**config.mk**
```make
export PLATFORM = sky130hd
export DESIGN_NAME = seq_data_dependency_unit
export DESIGN_NICKNAME = d
export VERILOG_FILES = /design/src/rtl/seq_data_dependency_unit.sv
export SDC_FILE = /design/constraint.sdc
export NUM_CORES = 1
export LEC_CHECK = 0
export CORE_ASPECT_RATIO = 0.8
export CORE_MARGIN = 4
export CORE_UTILIZATION = 40
export CTS_CLUSTER_SIZE = 40
export DETAILED_ROUTE_END_ITERATION = 6
export PLACE_DENSITY = 0.77
export SETUP_SLACK_MARGIN = 0.05
export SYNTH_ARGS = -nofsm -noshare
export SYNTH_HDL_FRONTEND = slang
export SYNTH_SLANG_ARGS = --single-unit
```
**constraint.sdc**
```tcl
create_clock -name i_clk -period 2.8 [get_ports i_clk]
set_input_delay 0.56 -clock i_clk [delete_from_list [all_inputs] [get_ports i_clk]]
set_output_delay 0.56 -clock i_clk [all_outputs]
set_load 0.01 [all_outputs]
```
**src/rtl/seq_data_dependency_unit.sv**
```systemverilog
// Stateful operand-forwarding and load-use hazard unit.
// Keeps a short shift register with the destinations of in-flight
// instructions. For each READ operand it picks the youngest in-flight
// producer to forward from. When the producer in EXECUTE is a load, it
// requests a one-cycle stall and inserts a bubble instead.
module seq_data_dependency_unit #(
  parameter int REG_ADDR_W  = 3,
  parameter int STAGES      = 2,
  parameter int ZERO_REG_EN = 0,
  parameter int CNT_W       = 16,
  localparam int SEL_W      = $clog2(STAGES + 1)
) (
  input  logic                  i_clk,
  input  logic                  i_rst,
  input  logic                  i_issue_valid,
  input  logic                  i_src1_valid,
  input  logic [REG_ADDR_W-1:0] i_src1,
  input  logic                  i_src2_valid,
  input  logic [REG_ADDR_W-1:0] i_src2,
  input  logic                  i_dst_valid,
  input  logic [REG_ADDR_W-1:0] i_dst,
  input  logic                  i_dst_is_load,
  input  logic                  i_flush,
  input  logic                  i_stall_ext,
  output logic [SEL_W-1:0]      o_fwd_sel1,
  output logic [SEL_W-1:0]      o_fwd_sel2,
  output logic                  o_stall,
  output logic [CNT_W-1:0]      o_stall_count
);

  // Tracker entries: index 0 is the instruction now in EXECUTE, higher indices are older.
  logic [STAGES-1:0]     validQ, validD;
  logic [STAGES-1:0]     loadQ, loadD;
  logic [REG_ADDR_W-1:0] dstQ [STAGES];
  logic [REG_ADDR_W-1:0] dstD [STAGES];
  logic [CNT_W-1:0]      cntQ, cntD;

  logic                  src1Live, src2Live;
  logic [STAGES-1:0]     match1, match2;
  logic [SEL_W-1:0]      sel1Raw, sel2Raw;
  logic                  loadUse;

  // Qualify each operand and compare it against every in-flight destination.
  always_comb begin
    src1Live = i_issue_valid & i_src1_valid &
               ~((ZERO_REG_EN != 0) && (i_src1 == '0));
    src2Live = i_issue_valid & i_src2_valid &
               ~((ZERO_REG_EN != 0) && (i_src2 == '0));
    match1 = '0;
    match2 = '0;
    for (int k = 0; k < STAGES; k++) begin
      match1[k] = src1Live & validQ[k] & (dstQ[k] == i_src1);
      match2[k] = src2Live & validQ[k] & (dstQ[k] == i_src2);
    end
  end

  // Pick the youngest matching producer; scanning oldest-first lets the youngest overwrite.
  always_comb begin
    sel1Raw = '0;
    sel2Raw = '0;
    for (int k = STAGES - 1; k >= 0; k--) begin
      if (match1[k]) sel1Raw = SEL_W'(k + 1);
      if (match2[k]) sel2Raw = SEL_W'(k + 1);
    end
  end

  // A load still in EXECUTE cannot forward yet, so stall and suppress both selects.
  always_comb begin
    loadUse       = (match1[0] | match2[0]) & loadQ[0] & ~i_rst;
    o_stall       = loadUse;
    o_fwd_sel1    = (loadUse | i_rst) ? '0 : sel1Raw;
    o_fwd_sel2    = (loadUse | i_rst) ? '0 : sel2Raw;
    o_stall_count = cntQ;
  end

  // Tracker next state: a flush empties the tracker, an external freeze holds it, and otherwise it shifts.
  always_comb begin
    validD = validQ;
    loadD  = loadQ;
    dstD   = dstQ;
    if (i_flush) begin
      validD = '0;
    end else if (!i_stall_ext) begin
      for (int k = STAGES - 1; k >= 1; k--) begin
        validD[k] = validQ[k-1];
        loadD[k]  = loadQ[k-1];
        dstD[k]   = dstQ[k-1];
      end
      if (loadUse) begin
        validD[0] = 1'b0;
        loadD[0]  = 1'b0;
      end else begin
        validD[0] = i_issue_valid & i_dst_valid;
        loadD[0]  = i_dst_is_load;
        dstD[0]   = i_dst;
      end
    end
  end

  // Count stall cycles that actually take effect, saturating at all-ones.
  always_comb begin
    cntD = cntQ;
    if (loadUse && !i_flush && !i_stall_ext && (cntQ != '1)) begin
      cntD = cntQ + CNT_W'(1);
    end
  end

  // State registers with asynchronous clear.
  always_ff @(posedge i_clk or posedge i_rst) begin
    if (i_rst) begin
      validQ <= '0;
      loadQ  <= '0;
      for (int k = 0; k < STAGES; k++) dstQ[k] <= '0;
      cntQ   <= '0;
    end else begin
      validQ <= validD;
      loadQ  <= loadD;
      dstQ   <= dstD;
      cntQ   <= cntD;
    end
  end

endmodule
```
==> flow_summary_export.csv <==
group,metric,value,unit
synthesis,syn_nets,141,
synthesis,async_flop_share,100,%
timing,drv_slew,0,
synthesis,synth_flop_cell,"dfrtp_1",
critical_path,worst-setup-path-type,"in2out",
final_layout,fin_nets,201,
global_route,grt_max_degree,27,
synthesis,synth_seq_cells,25,
synthesis,synth_edf_count,0,
cts,clk_pin_slew,80,ps
drt,first_iter_violations,69,
placed_design,placed_cell_area,1910,µm²
critical_path,cp.depth,5,
placed_design,io_buffers,38,
synthesis,synth_cells,122,
critical_path,path_cells,"clkdlybuf4s50_1 > nand3_1 > or4_4 > a211oi_2 > clkdlybuf4s15_1",
floorplanning,die_h,59.8,µm
critical_path,rr_worst_depth,7,
final_layout,fin_cells,221,
timing,worst_slack,108,ps
synthesis,ys.warnings.count,0,
cts,htreeDepth,1,
critical_path,cp_max_fo,2,
global_route,antenna_found_initial,0,
timing,max_freq,372,MHz
floorplanning,die_area,4360,µm²
synthesis,synthTopCellsByArea,"dfrtp_1 47%, xor2_1 14%, mux2_2 5.0%",
drt,ant_nets,0,
drt,vias_per_cell,5.06,
final_layout,antenna_cells,0,
timing,fin_crit_sh,96.1,%
timing,rsz0062_at_grt,"false",
worst_hold_path,holdPathStages,1,
timing,finalSetupViolCount,0,
critical_path,cp_slowest_stage_delay,480,ps
critical_path,r2r_end,"o_stall_count[15]",
critical_path,critPathLaunchType,"primary input",
timing,finClkSkew,6.57,ps
timing,finalCriticalPeriod,2690,ps
drt,post-route-drc-count,0,
timing,max_slew_margin,78.1,%
placed_design,dp_cells,217,
power,power.total,0.000721,W
flow_run,maxCapViolations,0,
final_layout,area_growth,44.0,%
synthesis,yosys.area.top_type,"dfrtp_1",
cts,cts_buffer_depth,2,
placed_design,dp_hpwl,2480,µm
synthesis,synth_most_common_cell,"dfrtp_1",
final_layout,finalInstanceArea,1940,µm²
global_route,grt_pass1_vias,1219,
synthesis,avgSynthCellArea,11.0,µm²
floorplanning,num_io_pins,39,
synthesis,yosysSeqAreaShare,46.6,%
critical_path,cp_num_buf_inv,2,
floorplanning,rows,18,
power,p_leak,0.898,nW
cts,clock_latency,260,ps
placed_design,place_congestion,0.805,
timing,setup_tns,0,ps
critical_path,endpoint_kind,"primary output",
drt,drt-total-wl,3120,µm
cts,cts-hold-fix-buffers,0,
drt,dr.pass1.iters,4,
power,vdd_drop_max,0.234,mV
critical_path,critPathArrivalTime,2130,ps
global_route,track_usage,16.3,%
cts,root_buffer,"clkbuf_8",
cts,post-cts-setup-buffer-count,0,
floorplanning,design.core.area,3150,µm²
critical_path,critPathRequiredTime,2240,ps
critical_path,rrSetupSlack,400,ps
cts,cts.sinks,25,
worst_hold_path,min_path_type,"reg2reg",
drt,vias,1118,
floorplanning,start_util,42.6,%
cts,cts_tree,"yes",
final_layout,drive_above_1_share,24.9,%
global_route,grt-ovfl-total,0,
synthesis,netlist_top_cells_count,"25 x dfrtp_1, 21 x xor2_1, 9 x nand3_1, 7 x inv_1",
power,p_per_area,372,nW/µm²
critical_path,crit_family,"buffers and inverters",
global_route,grt_pass1_wl,5500,µm
worst_hold_path,hp-start,"o_stall_count[7]",
drt,post_drt_wl_per_cell,14.1,µm
timing,hold_viol,0,
worst_hold_path,hold_end,"o_stall_count[7]",
timing,tightest_slew,329,ps
synthesis,synth_top_area_share,46.6,%
placed_design,dp_slack,-429,ps
critical_path,rr_startpoint,"dstQ[5]",
cts,cts_buffers,3,
critical_path,crit_slowest_cell,"clkdlybuf4s50_1",
run_status,outcome,"completed",
synthesis,synth_area,1340,µm²
synthesis,synth_cell_types,27,
floorplanning,die_x,72.8,µm
## worst register-to-register path, delay by kind of cell, from the launching register on
family                 cells  cell delay [ps]
AND/OR/NAND/NOR            2              800
flip-flops                 1              440
AO/OA/AOI/OAI              1              380
XOR/XNOR                   2              370
buffers and inverters      2              340
## cell type report
type | count | area [µm²]
clock buffer | 4 | 45.0
timing repair buffer | 56 | 503
fill | 276 | 1220
multi-input combinational | 89 | 686
sequential | 25 | 626
inverter | 7 | 26.3
tap | 40 | 50.0
## routing by layer
metal  routed length, µm  vias up  share of wire [%]  GRT usage [%]
met1                1370      536                 44           20.8
met2                1550       31                 49           27.2
met4                  57        0                1.8           5.00
met3                 150        6                4.8           4.37
met5                   0        -                  0              0
li1                    -      545                  -              -
## report_power, final
part           switching (W)  internal, W
Clock               0.000106     0.000102
Combinational      0.0000445    0.0000632
Sequential         0.0000246     0.000381
## flip-flops by register name, summed over array words and instances, names as in the netlist
name,count
dstQ,6
loadQ,1
validQ,2
o_stall_count,16
## kinds of logic after synthesis
logic type      synth area share [%]
xor+xnor                        17.6
simple gates                    21.5
buf+inv                         2.79
fa+ha+maj                      0.931
compound gates                  3.72
flops                           46.6
mux                             6.89
## metrics by stage
stage	hold slack [ps]	util (%)
finish	510	61.4
global route	540	61.4
CTS	511	61.6
detailed placement	499	60.6
global placement	476	60.6
floorplan	489	-
## worst max-delay path by stage
stage	start	end	slack, ps
final	i_src1_valid	o_stall	110
after global placement	i_src1[2]	o_stall	-350
after global routing	i_src1_valid	o_stall	50
after detailed placement	i_src1[2]	o_stall	-430
after CTS	i_src1_valid	o_fwd_sel2[1]	60
after floorplan	i_src1[2]	dstQ[3]	370
## cells in the final DEF, fill, tap and decap left out, drive strengths merged
cell / instances
a211o: 1
xnor2: 6
ha: 1
nand3: 9
dlygate4sd2: 6
o22ai: 1
mux2i: 1
nand4: 4
a21oi: 1
dfrtp: 25
xor2: 21
buf: 21
nor3: 11
nand2: 6
clkdlybuf4s50: 26
nor4: 4
mux2: 7
or3: 1
a211oi: 1
clkdlybuf4s15: 1
o2111a: 2
dlymetal6s2s: 1
clkbuf: 5
or4: 2
or2b: 1
inv: 7
nor2: 6
or2: 3
## repair_timing
action / 4_1_cts / 5_1_grt
resized for setup: 21 / 5
endpoints found under the setup margin: 5 / 4
pin swaps: 0 / 0
No activity file was read; power rests on OpenSTA's default activity.
